===== config.mk =====
export PLATFORM = sky130hd
export DESIGN_NAME = id_stage
export DESIGN_NICKNAME = d
export VERILOG_FILES = /design/src/rtl/mips_pkg.sv /design/src/rtl/id_hazard_unit.sv /design/src/rtl/id_stage.sv
export SDC_FILE = /design/constraint.sdc
export NUM_CORES = 1
export LEC_CHECK = 0
export ABC_AREA = 0
export ABC_CLOCK_PERIOD_IN_PS = 6200
export CAP_MARGIN = 40
export CORE_ASPECT_RATIO = 0.5
export CORE_MARGIN = 10
export CORE_UTILIZATION = 40
export DETAILED_ROUTE_END_ITERATION = 16
export GPL_TIMING_DRIVEN = 0
export PLACE_DENSITY_LB_ADDON = 0.05
export SYNTH_ARGS = -nofsm -noshare
export SYNTH_HDL_FRONTEND = slang
export SYNTH_SLANG_ARGS = --single-unit

===== constraint.sdc =====
create_clock -name elk -period 6.2 [get_ports elk]
set_input_delay 0.93 -clock elk [delete_from_list [all_inputs] [get_ports elk]]
set_output_delay 0.93 -clock elk [all_outputs]
set_load 0.005 [all_outputs]

===== src/rtl/mips_pkg.sv =====
// Shared definitions for the MIPS pipeline: opcode constants, the decode-stage
// FSM state type and the ID/EX operand bundle.
package mips_pkg;

    localparam int DATA_W = 32;
    localparam int ADDR_W = 5;

    localparam logic [5:0] OP_RTYPE   = 6'h00;
    localparam logic [5:0] OP_JAL     = 6'h03;
    localparam logic [5:0] OP_BEQ     = 6'h04;
    localparam logic [5:0] OP_BNE     = 6'h05;
    localparam logic [5:0] OP_ALUI_LO = 6'h08;
    localparam logic [5:0] OP_ALUI_HI = 6'h0F;
    localparam logic [5:0] OP_ANDI    = 6'h0C;
    localparam logic [5:0] OP_ORI     = 6'h0D;
    localparam logic [5:0] OP_XORI    = 6'h0E;
    localparam logic [5:0] OP_LW      = 6'h23;
    localparam logic [5:0] OP_SW      = 6'h2B;

    localparam logic [ADDR_W-1:0] REG_RA = 5'd31;

    typedef enum logic [1:0] {
        ST_EMPTY,
        ST_DECODE,
        ST_STALL,
        ST_HOLD
    } id_state_e;

    typedef struct packed {
        logic [DATA_W-1:0] pc;
        logic [DATA_W-1:0] op_a;
        logic [DATA_W-1:0] op_b;
        logic [DATA_W-1:0] imm;
        logic [ADDR_W-1:0] dst;
        logic [5:0]        op;
        logic [5:0]        funct;
        logic              wb_en;
        logic              mem_rd;
        logic              mem_wr;
    } id_ex_t;

    // rt is read by R-type ALU ops, stores and the two compare branches.
    function automatic logic rt_is_source(input logic [5:0] op);
        return (op == OP_RTYPE) || (op == OP_SW) || (op == OP_BEQ) || (op == OP_BNE);
    endfunction

    // Instructions that produce a register result.
    function automatic logic writes_reg(input logic [5:0] op);
        return (op == OP_RTYPE) || (op >= OP_ALUI_LO && op <= OP_ALUI_HI) ||
               (op == OP_LW) || (op == OP_JAL);
    endfunction

    // Logical immediates are zero-extended, everything else sign-extended.
    function automatic logic imm_zero_ext(input logic [5:0] op);
        return (op == OP_ANDI) || (op == OP_ORI) || (op == OP_XORI);
    endfunction

endpackage


===== src/rtl/id_hazard_unit.sv =====
// Combinational operand resolution for the decode stage: decides which
// sources are live, picks each operand from zero / bypass / register file
// and raises a stall when a live source is not yet available.
// Build option: ID_FORWARD_EN compiles in the mem_fwd and wb bypass paths;
// without it any pending producer in mem_fwd or wb stalls instead.
module id_hazard_unit
    import mips_pkg::*;
(
    input  logic [5:0]        op,
    input  logic [ADDR_W-1:0] rs,
    input  logic [ADDR_W-1:0] rt,
    input  logic [DATA_W-1:0] rf_data_a,
    input  logic [DATA_W-1:0] rf_data_b,
    input  logic              slot_valid,
    input  logic              slot_wb_en,
    input  logic [ADDR_W-1:0] slot_dst,
    input  logic              mem_fwd_en,
    input  logic [ADDR_W-1:0] mem_fwd_addr,
    input  logic [DATA_W-1:0] mem_fwd_data,
    input  logic              wb_en,
    input  logic [ADDR_W-1:0] wb_addr,
    input  logic [DATA_W-1:0] wb_data,
    output logic [DATA_W-1:0] op_a,
    output logic [DATA_W-1:0] op_b,
    output logic              stall
);

    // Index 0 is rs, index 1 is rt.
    logic [1:0][ADDR_W-1:0] src_addr;
    logic [1:0][DATA_W-1:0] src_rf;
    logic [1:0]             src_used;
    logic [1:0][DATA_W-1:0] src_val;
    logic [1:0]             src_stall;

    assign src_addr = {rt, rs};
    assign src_rf   = {rf_data_b, rf_data_a};
    assign src_used = {rt_is_source(op), 1'b1};

    // Per-source priority select: $0, ID/EX producer (stall), mem_fwd, wb, register file.
    always_comb begin
        // NOTE: every output gets a default before the branches so no path leaves it unassigned (no latch).
        src_val   = src_rf;
        src_stall = '0;
        for (int i = 0; i < 2; i++) begin
            if (src_addr[i] == '0) begin
                src_val[i] = '0;
            end else if (slot_valid && slot_wb_en && slot_dst == src_addr[i]) begin
                // Result still being computed (ALU) or fetched (load): wait.
                src_stall[i] = src_used[i];
`ifdef ID_FORWARD_EN
            end else if (mem_fwd_en && mem_fwd_addr == src_addr[i]) begin
                src_val[i] = mem_fwd_data;
            end else if (wb_en && wb_addr == src_addr[i]) begin
                src_val[i] = wb_data;
`else
            end else if ((mem_fwd_en && mem_fwd_addr == src_addr[i]) ||
                         (wb_en && wb_addr == src_addr[i])) begin
                // No bypass: wait until the register file holds the value.
                src_stall[i] = src_used[i];
`endif
            end
        end
    end

`ifndef ID_FORWARD_EN
    logic [DATA_W-1:0] unused_fwd_data;
    assign unused_fwd_data = mem_fwd_data ^ wb_data;
`endif

    assign op_a  = src_val[0];
    assign op_b  = src_val[1];
    assign stall = |src_stall;

endmodule


===== src/rtl/id_stage.sv =====
// Instruction-decode / operand-fetch stage: IF/ID latch, decode, hazard
// resolution and a registered ID/EX bundle with a valid/ready handshake.
// Build option: ID_FORWARD_EN enables the mem_fwd / wb bypass paths.
module id_stage
    import mips_pkg::*;
(
    input  logic              elk,
    input  logic              nrst,
    input  logic              if_valid,
    input  logic [DATA_W-1:0] if_instr,
    input  logic [DATA_W-1:0] if_pc,
    output logic              id_ready,
    output logic [ADDR_W-1:0] rd_addrA,
    output logic [ADDR_W-1:0] rd_addrB,
    input  logic [DATA_W-1:0] rd_dataA,
    input  logic [DATA_W-1:0] rd_dataB,
    input  logic              mem_fwd_en,
    input  logic [ADDR_W-1:0] mem_fwd_addr,
    input  logic [DATA_W-1:0] mem_fwd_data,
    input  logic              wb_en,
    input  logic [ADDR_W-1:0] wb_addr,
    input  logic [DATA_W-1:0] wb_data,
    output logic              ex_valid,
    input  logic              ex_ready,
    output logic [DATA_W-1:0] ex_pc,
    output logic [DATA_W-1:0] ex_opA,
    output logic [DATA_W-1:0] ex_opB,
    output logic [DATA_W-1:0] ex_imm,
    output logic [ADDR_W-1:0] ex_dst,
    output logic [5:0]        ex_op,
    output logic [5:0]        ex_funct,
    output logic              ex_wb_en,
    output logic              ex_mem_rd,
    output logic              ex_mem_wr
);

    id_state_e         state_q, state_d;
    logic [DATA_W-1:0] instr_q, instr_d;
    logic [DATA_W-1:0] pc_q, pc_d;
    id_ex_t            out_q, out_d;
    logic              ex_valid_q, ex_valid_d;

    logic [5:0]        op, funct;
    logic [ADDR_W-1:0] rs, rt, rd;
    logic [15:0]       imm16;
    logic [DATA_W-1:0] op_a, op_b;
    logic              hazard, advance, issue;
    id_ex_t            dec;

    // Latch validity is encoded in the FSM: only EMPTY means no instruction.
    assign op    = instr_q[31:26];
    assign rs    = instr_q[25:21];
    assign rt    = instr_q[20:16];
    assign rd    = instr_q[15:11];
    assign funct = instr_q[5:0];
    assign imm16 = instr_q[15:0];

    logic unused_shamt;
    assign unused_shamt = ^instr_q[10:6];

    assign rd_addrA = rs;
    assign rd_addrB = rt;
    assign advance  = !ex_valid_q || ex_ready;

    id_hazard_unit u_hazard (
        .op           (op),
        .rs           (rs),
        .rt           (rt),
        .rf_data_a    (rd_dataA),
        .rf_data_b    (rd_dataB),
        .slot_valid   (ex_valid_q),
        .slot_wb_en   (out_q.wb_en),
        .slot_dst     (out_q.dst),
        .mem_fwd_en   (mem_fwd_en),
        .mem_fwd_addr (mem_fwd_addr),
        .mem_fwd_data (mem_fwd_data),
        .wb_en        (wb_en),
        .wb_addr      (wb_addr),
        .wb_data      (wb_data),
        .op_a         (op_a),
        .op_b         (op_b),
        .stall        (hazard)
    );

    // Decode the latched instruction into a candidate ID/EX bundle.
    always_comb begin
        dec        = '0;
        dec.pc     = pc_q;
        dec.op_a   = op_a;
        dec.op_b   = op_b;
        dec.imm    = imm_zero_ext(op) ? {16'h0000, imm16} : {{16{imm16[15]}}, imm16};
        dec.dst    = (op == OP_RTYPE) ? rd : ((op == OP_JAL) ? REG_RA : rt);
        dec.op     = op;
        dec.funct  = funct;
        dec.wb_en  = writes_reg(op);
        dec.mem_rd = (op == OP_LW);
        dec.mem_wr = (op == OP_SW);
    end

    // FSM state register.
    always_ff @(posedge elk or negedge nrst) begin
        if (!nrst) begin
            // NOTE: sequential state uses non-blocking assignments so all flops update together at the edge.
            state_q <= ST_EMPTY;
        end else begin
            state_q <= state_d;
        end
    end

    // FSM next state: backpressure (HOLD) outranks a stall; otherwise refill or drain.
    always_comb begin
        state_d = state_q;
        case (state_q)
            ST_EMPTY: state_d = if_valid ? ST_DECODE : ST_EMPTY;
            ST_DECODE, ST_STALL, ST_HOLD: begin
                if (!advance)      state_d = ST_HOLD;
                else if (hazard)   state_d = ST_STALL;
                else if (if_valid) state_d = ST_DECODE;
                else               state_d = ST_EMPTY;
            end
            default: state_d = ST_EMPTY;
        endcase
    end

    // FSM outputs: accept from fetch and issue to execute.
    always_comb begin
        id_ready = 1'b1;
        issue    = 1'b0;
        case (state_q)
            ST_EMPTY: begin
                id_ready = 1'b1;
                issue    = 1'b0;
            end
            default: begin
                id_ready = advance && !hazard;
                issue    = !hazard;
            end
        endcase
    end

    // Next values of the IF/ID latch and the ID/EX register.
    always_comb begin
        instr_d    = instr_q;
        pc_d       = pc_q;
        out_d      = out_q;
        ex_valid_d = ex_valid_q;
        if (id_ready && if_valid) begin
            instr_d = if_instr;
            pc_d    = if_pc;
        end
        if (advance) begin
            ex_valid_d = issue;
            out_d      = issue ? dec : '0;
        end
    end

    // Pipeline registers; reset drops any partial bundle.
    always_ff @(posedge elk or negedge nrst) begin
        if (!nrst) begin
            instr_q    <= '0;
            pc_q       <= '0;
            out_q      <= '0;
            ex_valid_q <= 1'b0;
        end else begin
            instr_q    <= instr_d;
            pc_q       <= pc_d;
            out_q      <= out_d;
            ex_valid_q <= ex_valid_d;
        end
    end

    assign ex_valid  = ex_valid_q;
    assign ex_pc     = out_q.pc;
    assign ex_opA    = out_q.op_a;
    assign ex_opB    = out_q.op_b;
    assign ex_imm    = out_q.imm;
    assign ex_dst    = out_q.dst;
    assign ex_op     = out_q.op;
    assign ex_funct  = out_q.funct;
    assign ex_wb_en  = out_q.wb_en;
    assign ex_mem_rd = out_q.mem_rd;
    assign ex_mem_wr = out_q.mem_wr;

endmodule


Word level (Yosys, flattened, before mapping)
Index checks and enable logic that the tools add are counted.
Widths: inputs -> output; s select.

storage, ports and cells
  output and inout port bits = 160
  flip-flop bits (word level) = 215

cells by class
  reduce and logical (&&, ||, !) cells = 29
  equality and inequality tests = 17
  mux-type cells = 18
  magnitude comparators = 2

operators by type and width
  operator            count
  $mux 148            1
  $mux 32             3
  $eq 5x5->1          6
  $eq 6x4->1 const B  3
  $eq 6x3->1 const B  2
  $eq 6x6->1 const B  2
  $logic_or 1x1->1    11
  $logic_and 1x1->1   10
  $logic_not 5->1     2
  $mux 5              2
  $mux 1              9
  $eq 6x2->1 const B  1
  $ge 6x4->1 const B  1
  $le 6x4->1 const B  1
  $logic_not 6->1     1
  $eq 2x2->1 const B  2
  $mux 2              2
  $pmux 2 s2          1
  $reduce_or 3->1     1
  $eq 2x1->1 const B  1
  $logic_not 1->1     2
  $logic_not 2->1     1
  $reduce_or 2->1     1

Logic depth before layout (Yosys ltp)
Gate-level depths: netlist of the first run.

  word-level depth = 12
  gate-level depth with buffers = 10

By module
Synthesis of the first run repeated with hierarchy kept, for this count alone.

unflattened totals
  cells, all modules = 599
  area total of the unflattened synthesis = 8046.5 um^2

by module, submodules not included
  module          cells an instance  seq. area each (um^2)  area an instance (um^2)  instances
  id_stage        476                4854.7                 7176.9                   1
  id_hazard_unit  123                0.0                    869.6                    1

Worst setup path before layout of the first run
Ideal clock, no wire load.

  path kind = reg2out
  start = register instr_q[24]
  end = output id_ready
  cell stages (with the launch flop) = 8
  path buffers = 1
  setup slack = 3.208 ns
  required time = 5.270 ns
  arrival = 2.062 ns
  path through = dfrtp_1 > or4_4 > nor2_4 > nor4_1 > nor3_1 > clkbuf_1 > nand2_1 > o22ai_1

on the way
  word-level cells in the longest chain between the ends = 10
  elaborated cells between the ends (all ways) = 15

ends and longest elaborated chain
  element                                      line                                        RTL
  start, declared                              id_stage.sv:38                              logic [DATA_W-1:0] instr_q, instr_d;
  start signal, assigned                       id_stage.sv:165                             instr_q <= instr_d;
  $eq 5x5->1, on equally long branches         id_hazard_unit.sv:56, id_hazard_unit.sv:57
  $logic_and 1x1->1, on equally long branches  id_hazard_unit.sv:56, id_hazard_unit.sv:57
  $logic_or 1x1->1                             id_hazard_unit.sv:56                        end else if ((mem_fwd_en && mem_fwd_addr == src_addr[i]) ||
  $mux 1                                       id_hazard_unit.sv:56
  $mux 1                                       id_hazard_unit.sv:47                        end else if (slot_valid && slot_wb_en && slot_dst == src_addr[i]) begin
  $mux 1 (*)                                   id_hazard_unit.sv:45                        if (src_addr[i] == '0) begin
  $reduce_or 2->1 (*)                          id_hazard_unit.sv:72                        assign stall = |src_stall;
  $logic_not 1->1 (*)                          id_stage.sv:135                             id_ready = advance && !hazard;
  $logic_and 1x1->1 (*)                        id_stage.sv:135
  $mux 1 (*)                                   id_stage.sv:129                             case (state_q)
  end, declared                                id_stage.sv:12                              output logic id_ready,

Mark *: on every way between the ends. The rest lies on a longest branch, timed or not.

Worst setup path in the final report of the first run
  start = register instr_q[25]
  end = output id_ready

The elaborated chain is that of the path after synthesis.

==> flow_metrics.tcl, run 1 <==
set metrics [dict create \
    rows 39 \
    setup.worst_path.class "reg2out" \
    detail_route.iter0.violations 715 \
    relSlewSlack_pct 39.57 \
    routed_wire_length_per_instance_um 22.69 \
    grt_use_total_pct 22.99 \
    synth_edf_count 0 \
    drive_gt1_share_pct 8.097 \
    vias_in_the_first_global_route 9142 \
    count_of_clock_tree_sinks 194 \
    commonest_cells_after_routing_fill_and_taps_aside "clkdlybuf4s50_1 (301), dfrtp_1 (194), nand2_1 (143), o211ai_1 (124), clkbuf_1 (94)" \
    tightest_slew_ns 0.9031 \
    starting_utilization_of_the_core_area_pct 40.80 \
    place.gp.congestion 0.8773 \
    status "finished clean" \
    grt_antenna_before_repair 1 \
    pwr_density_cell_nw_per_um2 472.9 \
    p_comb_share_pct 46.9 \
    synth_fp_nets 1145 \
    mappedNetlistArea_um2 9336 \
    preCtsSetupSlack_ns 1.438 \
    finalSetupViolations 0 \
    grt_first_pass_wirelength_um 54840 \
    dp.final_hpwl_um 26780 \
    final_min_period_over_clock_period_pct 79.07 \
    worst_skew_pair.late_latency_ns 0.46 \
    h-tree-depth 4 \
    p_int_mw 3.977 \
    drtAntennaViolNets 0 \
    cts_buffer_depth 2 \
    power.switching_mw 2.326 \
    fmax_achieved_mhz 204.0 \
    cp-end-kind "primary output" \
    worst_voltage_drop_across_the_vdd_grid_v 0.0002071 \
    crit_fanout 10 \
    vert_die_dim_um 128.0 \
    grt_max_degree 120 \
    cts-buffers-inserted 17 \
    timing.critical_path.required_ns 5.27 \
    horizontal_extent_of_the_die_um 236.1 \
    hold_violations 0 \
    power.switching_fraction_pct 36.91 \
    final_slew_violations 0 \
    sequentialPowerShare_pct 36.5 \
    cts_hold_repair.buffers 0 \
    min_path_type "in2async" \
    fp.dieArea_um2 30220 \
    ys.flop_type "dfrtp_1" \
    synth.ff_latch_count 194 \
    drv_cap 0 \
    finalWorstSetupSlack_ns 1.298 \
    clock_tree_root_buffer_cell "clkbuf_16" \
    most_common_library_cell_in_the_layout_ignoring_fill_and_taps "clkdlybuf4s50_1" \
    cts_setup_buffers 0 \
    crit_path_start_kind "flip-flop" \
    detail_route.vias_per_cell 5.816 \
    skew_ns 0.009855 \
    io_buffer_count 302 \
    num_vias 9189 \
    setup-tns-final_ns 0 \
    first_pass_iters 7 \
    critical_path.slowest_cell "clkbuf_1" \
    power.static_leakage_nw 5.174 \
    synth_seq_area_share_pct 52.00 \
    crit_path_cell_trace "or4_4 > nor2_4 > nor4_1 > nor3_1 > clkbuf_1 > nand2_1 > o22ai_1 > clkdlybuf4s50_1" \
    wirelength_um 35850 \
    clock_transition_time_at_the_flip_flop_clock_pins_of_the_worst_setup_and_hold_paths_ns 0.07 \
    longest_individual_stage_delay_on_the_worst_path_ns 0.61 \
    remaining_drc_errors 0 \
    post_cts_resize_count 0 \
    p_clk_share_pct 16.6 \
    tritoncts "yes" \
    number_of_cells_produced_by_synthesis 937 \
    grt-ovfl-total 0 \
    grt_setup_unrepaired "false" \
    critical_path_data_arrival_time_ns 3.97 \
    coreArea_um2 22890 \
    synthDistinctLibCells 40 \
    synth.yosys.warnings 0 \
    final_util_pct 58.24 \
    design.final.nets 1467 \
    flow.area_growth_from_synthesis_pct 42.76 \
    syn_area_per_cell_um2 9.964 \
    synthArstFlopShare_pct 100.0 \
    layout_min_cycle_time_ns 4.902 \
    n_fill_cell 2066 \
    design.portCount 368 \
]
==> final timing paths <==
check | from | to | slack [ns] | cells past startpoint
setup / recovery | instr_q[25]$_DFFE_PN0P_ | id_ready | 1.30 | 8
hold / removal | nrst | ex_opA[28]$_DFFE_PN0P_ | 0.46 | 1
setup reg to reg | instr_q[20]$_DFFE_PN0P_ | instr_q[27]$_DFFE_PN0P_ | 2.83 | 9
hold reg to reg | ex_opB[20]$_DFFE_PN0P_ | ex_opB[20]$_DFFE_PN0P_ | 0.48 | 2
max in group asynchronous | nrst | pc_q[13]$_DFFE_PN0P_ | 4.71 | 2
min in group elk | ex_opB[20]$_DFFE_PN0P_ | ex_opB[20]$_DFFE_PN0P_ | 0.48 | 2
==> power groups by stage <==
| stage | clock (mW) | combinational, mW | sequential, mW |
|---|---|---|---|
| floorplan | 0 | 1.40 | 2.23 |
| global placement | 0 | 2.93 | 2.30 |
| detailed placement | 0 | 2.98 | 2.31 |
| CTS | 1.07 | 2.99 | 2.29 |
| global route | 1.12 | 3.21 | 2.37 |
| finish | 1.05 | 2.95 | 2.30 |
==> metal layers <==
| metal | wire length [um] | up-vias | part of all wire (%) | global-route usage, % |
|---|---|---|---|---|
| met5 | 0 | - | 0 | 0 |
| met4 | 451 | 0 | 1.3 | 6.334 |
| met3 | 2307 | 35 | 6.4 | 5.477 |
| met2 | 17540 | 353 | 49 | 38.36 |
| met1 | 15550 | 4657 | 43 | 29.43 |
| li1 | - | 4144 | - | - |
==> synth_stat cells, types with 2 or more instances <==
master    instances  area [um^2]
buf_6             3        33.78
nand3_1          68        340.3
nand2_1         143        536.8
a32o_1           54        540.5
o31ai_1           2        15.01
nand4_1          67        419.2
a21oi_1           3        15.01
xnor2_1          18        157.7
nor4_1            4        25.02
xor2_1           12        105.1
and3_1            3        18.77
nand2b_1          2        12.51
or4_1             3        22.52
buf_2             8        40.04
buf_4            21        157.7
dfrtp_1         194         4855
o21ai_2          30        262.8
o31a_1            2        17.52
nor2_1            5        18.77
clkbuf_1         94        352.8
o21ai_1          30        150.1
o22ai_1           2        12.51
o221ai_1          5        43.79
or2_2             2        12.51
nor3_1            6        30.03
o21ai_0          14        70.07
buf_1             4        15.01
o211ai_1        124        930.9
or4_4             3        33.78
==> critical path, delay by kind of cell, from the launching register on <==
kind,cells,cell delay [ns]
AOI/OAI and AO/OA,1,0.24
DFF,1,0.52
buffers and inverters,2,1.17
and+or+nand+nor,5,1.59
==> metrics by stage <==
stage | hold WS [ns] | cells | power (mW) | cell area, um^2
detailed placement | 0.4644 | 1547 | 5.291 | 12780
global route | 0.4980 | 1580 | 6.691 | 13330
global placement | 0.4601 | 1546 | 5.233 | 12740
finish | 0.4595 | 1580 | 6.303 | 13330
CTS | 0.4663 | 1579 | 6.355 | 13330
floorplan | 0.4733 | 937 | 3.631 | 9336
==> cells by family (layout without fill, tap and decap cells) <==
family / Yosys count / count (layout) / synth area share, %
xor+xnor: 30 / 30 / 2.814
compound gates: 270 / 270 / 22.39
other cells: 0 / 1 / 0
flops: 194 / 194 / 52.00
simple gates: 312 / 312 / 16.34
buf+inv: 131 / 466 / 6.459
==> state kept, by name (all words and copies together), names as in the netlist, 2 cells and up <==
| signal | flops |
|---|---|
| ex_dst | 5 |
| ex_imm | 17 |
| ex_op | 6 |
| ex_opA | 32 |
| ex_opB | 32 |
| ex_pc | 32 |
| instr_q | 32 |
| pc_q | 32 |
| state_q | 2 |
==> area by class of cell <==
type / count / area, um^2 / area share, %
flip-flops and latches: 194 / 4855 / 36.42
clock buffers: 20 / 466.7 / 3.501
clock inverters: 12 / 83.83 / 0.6289
repair buffers: 303 / 3055 / 22.92
diodes: 1 / 2.502 / 0.01877
plain buffers: 130 / 599.3 / 4.496
inverters: 1 / 3.754 / 0.02816
multi-input cells: 612 / 3879 / 29.10
well taps: 307 / 384.1 / 2.882
(Power assumes the default switching activity.)
==> run 2: changes to the inputs <==
- ABC_CLOCK_PERIOD_IN_PS: 6200 -> 4700
- clock period: 6.2 -> 4.7 ns (I/O delays scaled with it)
==> run 2 against run 1 <==
  * Critical path depth unchanged
  * Combinational power increased by 32%
  * First-iteration DRC count unchanged
==> flow_metrics.tcl, run 2 (synthesis gave the netlist of run 1 again) <==
set metrics [dict create \
    commonest_cells_after_routing_fill_and_taps_aside "clkdlybuf4s50_1 (301), dfrtp_1 (194), nand2_1 (143), o211ai_1 (124), clkbuf_1 (93)" \
    design.portCount 368 \
    layout_min_cycle_time_ns 4.333 \
    pwr_density_cell_nw_per_um2 623.8 \
    detail_route.iter0.violations 715 \
    clock_transition_time_at_the_flip_flop_clock_pins_of_the_worst_setup_and_hold_paths_ns 0.07 \
    drv_cap 0 \
    p_comb_share_pct 46.8 \
    grt_use_total_pct 22.99 \
    finalWorstSetupSlack_ns 0.3674 \
    longest_individual_stage_delay_on_the_worst_path_ns 0.58 \
    post-place-cells 1547 \
    horizontal_extent_of_the_die_um 236.1 \
    grt_antenna_before_repair 1 \
    grt_first_pass_wirelength_um 54840 \
    worst_voltage_drop_across_the_vdd_grid_v 0.0002732 \
    most_common_library_cell_in_the_layout_ignoring_fill_and_taps "clkdlybuf4s50_1" \
    rows 39 \
    wirelength_um 35860 \
    p_clk_share_pct 16.6 \
    relSlewSlack_pct 39.57 \
    grt_max_degree 120 \
    power.switching_fraction_pct 36.90 \
    tritoncts "yes" \
    count_of_clock_tree_sinks 194 \
    crit_path_start_kind "flip-flop" \
    first_pass_iters 7 \
    detail_route.vias_per_cell 5.814 \
    clock_tree_root_buffer_cell "clkbuf_16" \
    vias_in_the_first_global_route 9142 \
    power.static_leakage_nw 5.176 \
    drtAntennaViolNets 0 \
    fmax_achieved_mhz 230.8 \
    tightest_slew_ns 0.9031 \
    design.final.nets 1467 \
    fp.dieArea_um2 30220 \
    vert_die_dim_um 128.0 \
    h-tree-depth 4 \
    fin_worst_hold_slack_ns 0.2344 \
    coreArea_um2 22890 \
    starting_utilization_of_the_core_area_pct 40.80 \
    place.gp.congestion 0.8773 \
    stdcell_area_um2 13330 \
    power.switching_mw 3.069 \
    setup-tns-final_ns 0 \
    cts_hold_repair.buffers 0 \
    crit_fanout 10 \
    final_min_period_over_clock_period_pct 92.18 \
    cp-end-kind "primary output" \
    routed_wire_length_per_instance_um 22.70 \
    critical_path.slowest_cell "or4_4" \
    critical_path_data_arrival_time_ns 3.63 \
    skew_ns 0.009855 \
    p_int_mw 5.246 \
    setup.worst_path.class "reg2out" \
    drive_gt1_share_pct 8.176 \
    worst_skew_pair.late_latency_ns 0.46 \
    remaining_drc_errors 0 \
    preCtsSetupSlack_ns 0.3883 \
    final_slew_violations 0 \
    cts-buffers-inserted 17 \
    status "finished clean" \
    grt-ovfl-total 0 \
    io_buffer_count 302 \
    timing.critical_path.required_ns 3.99 \
    final-instance-count-excl-fill 1580 \
    min_path_type "in2async" \
    cts_buffer_depth 2 \
    dp.final_hpwl_um 26780 \
    detailed_place.area_um2 12780 \
    grt_setup_unrepaired "false" \
    hold_violations 0 \
    flow.area_growth_from_synthesis_pct 42.78 \
    crit_path_cell_trace "or4_4 > nor2_4 > nor4_1 > nor3_1 > clkbuf_2 > nand2_1 > o22ai_1 > clkdlybuf4s50_1" \
    sequentialPowerShare_pct 36.5 \
    finalSetupViolations 0 \
    num_vias 9186 \
]
-- run 2: power groups by stage --
stage / registers, mW / clock network [mW] / logic (mW)
after floorplan: 2.95 / 0 / 1.84
after global placement: 3.03 / 0 / 3.87
after detailed placement: 3.05 / 0 / 3.93
after CTS: 3.03 / 1.41 / 3.95
after global routing: 3.12 / 1.48 / 4.23
final: 3.04 / 1.38 / 3.90
-- run 2: layer usage --
| metal | routed length [um] | global-route usage [%] |
|---|---|---|
| met1 | 15580 | 29.43 |
| met2 | 17520 | 38.36 |
| met3 | 2310 | 5.477 |
| met4 | 445 | 6.334 |
| met5 | 0 | 0 |
-- run 2: area by class of cell --
type	count	area [um^2]
Fill cell	2066	9555
Sequential cell	194	4855
Multi-Input combinational cell	612	3879
Timing Repair Buffer	303	3055
Buffer	130	600.6
Clock buffer	20	466.7
Tap cell	307	384.1
Clock inverter	12	83.83
Inverter	1	3.754
Antenna cell	1	2.502
-- run 2: stage by stage --
step,util [%],power (mW)
after floorplan,-,4.790
after global placement,55.68,6.904
after detailed placement,55.83,6.979
after CTS,58.23,8.383
after global routing,58.25,8.827
final,58.25,8.315
-- run 2: repair_timing --
| action | CTS | global route |
|---|---|---|
| buffers inserted | 0 | 0 |
| gates resized for setup | 0 | 2 |
| setup endpoints to repair | 0 | 1 |
-- run 2: critical path, delay by kind of cell, from the launching register on --
kind | cells | cell delay, ns
and+or+nand+nor | 5 | 1.49
buffers and inverters | 2 | 0.95
DFF | 1 | 0.52
AOI/OAI and AO/OA | 1 | 0.22
-- run 2: path summary, 6_finish.rpt --
kind / cells after the start / startpoint / slack [ns] / to
min in group elk: 2 / ex_opB[20]$_DFFE_PN0P_ / 0.48 / ex_opB[20]$_DFFE_PN0P_
max in group asynchronous: 2 / nrst / 3.44 / pc_q[13]$_DFFE_PN0P_
hold reg to reg: 2 / ex_opB[20]$_DFFE_PN0P_ / 0.48 / ex_opB[20]$_DFFE_PN0P_
setup reg to reg: 9 / instr_q[20]$_DFFE_PN0P_ / 1.34 / instr_q[27]$_DFFE_PN0P_
hold / removal: 1 / nrst / 0.23 / ex_opA[28]$_DFFE_PN0P_
setup / recovery: 8 / instr_q[25]$_DFFE_PN0P_ / 0.37 / id_ready
==> run 3: changes to the inputs <==
- ABC_AREA: 0 -> unset
- CORE_MARGIN: 10 -> 2
==> run 3 against run 2 <==
  * Hold slack worse by 0.023 ns
  * Register-to-register slack hardly changed
  * Sequential share of layout area is 0.35 points lower
  * Wire length is 7.1% lower
  * First-iteration DRC count is 4.6% higher
  * Cell count is 0.13% higher
  * Count of clock-buffer cells in the layout is 1 lower
  * Clock skew hardly changed
  * Power is 2.9% higher
  * Final area is 0.98% higher
  * Critical path depth stayed put
  * Non-clock buffer count stayed put
  * Critical path type unchanged
  * Largest cell class unchanged
  * Largest power group unchanged
  * Highest routed layer unchanged
==> flow_metrics.tcl, run 3 (synthesis gave the netlist of run 1 again) <==
set metrics [dict create \
    rows 39 \
    h-tree-depth 4 \
    relSlewSlack_pct 42.89 \
    drtAntennaViolNets 0 \
    fin_worst_hold_slack_ns 0.2111 \
    tightest_slew_ns 0.8536 \
    post_cts_resize_count 0 \
    setup-tns-final_ns 0 \
    grt_use_total_pct 27.18 \
    critical_path.reg2reg.endpoint "pc_q[23]$_DFFE_PN0P_" \
    worst_voltage_drop_across_the_vdd_grid_v 0.0003063 \
    io_buffer_count 302 \
    reg_to_reg_start "instr_q[19]$_DFFE_PN0P_" \
    skew_ns 0.009999 \
    r2r_setup_slack_ns 1.35 \
    min_path_type "in2async" \
    most_common_library_cell_in_the_layout_ignoring_fill_and_taps "clkdlybuf4s50_1" \
    tritoncts "yes" \
    post-place-cells 1547 \
    critical_path.startpoint "instr_q[24]$_DFFE_PN0P_" \
    crit_path_start_kind "flip-flop" \
    wirelength_um 33310 \
    endpoint "id_ready" \
    final_min_period_over_clock_period_pct 90.99 \
    grt_first_pass_wirelength_um 51460 \
    stdcell_area_um2 13460 \
    grt-ovfl-total 0 \
    clock_tree_root_buffer_cell "clkbuf_16" \
    cts_hold_repair.buffers 0 \
    dp.final_hpwl_um 24390 \
    grt_max_degree 115 \
    flow.area_growth_from_synthesis_pct 44.17 \
    finalSetupViolations 0 \
    cp-end-kind "primary output" \
    coreArea_um2 22890 \
    horizontal_extent_of_the_die_um 220.1 \
    setup.worst_path.class "reg2out" \
    design.portCount 368 \
    worst_skew_pair.late_latency_ns 0.46 \
    starting_utilization_of_the_core_area_pct 40.80 \
    drv_cap 0 \
    final_slew_violations 0 \
    status "finished clean" \
    fmax_achieved_mhz 233.8 \
    timing.critical_path.required_ns 3.99 \
    grt_antenna_before_repair 3 \
    place.gp.congestion 0.8253 \
    num_vias 9094 \
    first_pass_iters 5 \
    timing.reg2reg.worst_path_depth 9 \
    hold_violations 0 \
    count_of_clock_tree_sinks 194 \
    critical_path_data_arrival_time_ns 3.57 \
    fp.dieArea_um2 24650 \
    design.final.nets 1467 \
    power.static_leakage_nw 5.220 \
    vert_die_dim_um 112.0 \
    clock_transition_time_at_the_flip_flop_clock_pins_of_the_worst_setup_and_hold_paths_ns 0.07 \
    routed_wire_length_per_instance_um 21.05 \
    detail_route.vias_per_cell 5.748 \
    commonest_cells_after_routing_fill_and_taps_aside "clkdlybuf4s50_1 (301), dfrtp_1 (194), nand2_1 (143), o211ai_1 (124), clkbuf_1 (94)" \
    grt_setup_unrepaired "false" \
    layout_min_cycle_time_ns 4.277 \
    remaining_drc_errors 0 \
    vias_in_the_first_global_route 8808 \
    crit_fanout 10 \
    final-instance-count-excl-fill 1582 \
    cts-buffers-inserted 17 \
    pwr_density_cell_nw_per_um2 635.9 \
    cts_buffer_depth 2 \
    drive_gt1_share_pct 8.097 \
    detail_route.iter0.violations 748 \
    cts_setup_buffers 0 \
    totalPowerFinal_mw 8.559 \
    detailed_place.area_um2 12780 \
]
[run 3: power breakdown]
group / switching [mW] / internal (mW) / leakage [nW]
clock: 0.674 / 1.01 / 0.315
combinational: 1.76 / 2.08 / 2.47
sequential: 0.587 / 2.44 / 2.43
total: 3.02 / 5.54 / 5.22
[run 3: how the worst min path moves through the flow]
| stage | startpoint | endpoint | slack (ns) | cells after the start |
|---|---|---|---|---|
| final | nrst | ex_opA[16]$_DFFE_PN0P_ | 0.21 | 1 |
| after global routing | nrst | ex_opA[16]$_DFFE_PN0P_ | 0.28 | 1 |
| after CTS | nrst | ex_opA[18]$_DFFE_PN0P_ | 0.25 | 1 |
| after detailed placement | ex_opB[24]$_DFFE_PN0P_ | ex_opB[24]$_DFFE_PN0P_ | 0.46 | 2 |
| after global placement | ex_opB[5]$_DFFE_PN0P_ | ex_opB[5]$_DFFE_PN0P_ | 0.46 | 2 |
| after floorplan | nrst | ex_dst[0]$_DFFE_PN0P_ | 0.41 | 0 |
[run 3: worst max-delay path, cell delays in order (launching register included)]
cell	delay [ns]
dfrtp_1	0.50
or4_4	0.59
nor2_4	0.14
nor4_1	0.13
nor3_1	0.36
clkbuf_2	0.38
nand2_1	0.28
o22ai_1	0.19
clkdlybuf4s50_1	0.55
[run 3: cell type report]
| class | instances | area, um^2 |
|---|---|---|
| plain buffers | 130 | 600.6 |
| well taps | 307 | 384.1 |
| flip-flops and latches | 194 | 4855 |
| repair buffers | 303 | 3055 |
| inverters | 1 | 3.754 |
| diodes | 3 | 7.507 |
| fillers | 2059 | 9425 |
| clock buffers | 19 | 442.9 |
| clock inverters | 13 | 232.7 |
| multi-input cells | 612 | 3879 |
[run 3: routing by layer]
metal	vias to the layer above	track usage, %	routed length [um]	part of all wire (%)
met5	-	0	0	0
met4	0	5.235	385	1.2
met3	26	7.263	2640	7.9
met2	375	42.47	15320	46
met1	4536	38.33	14960	45
li1	4157	-	-	-
[run 3: stage by stage]
stage,utilization [%],setup WS [ns]
after floorplan,-,1.933
after global placement,55.68,-5.335
after detailed placement,55.83,0.4594
after CTS,58.78,0.1535
after global routing,58.78,0.2721
final,58.82,0.4233
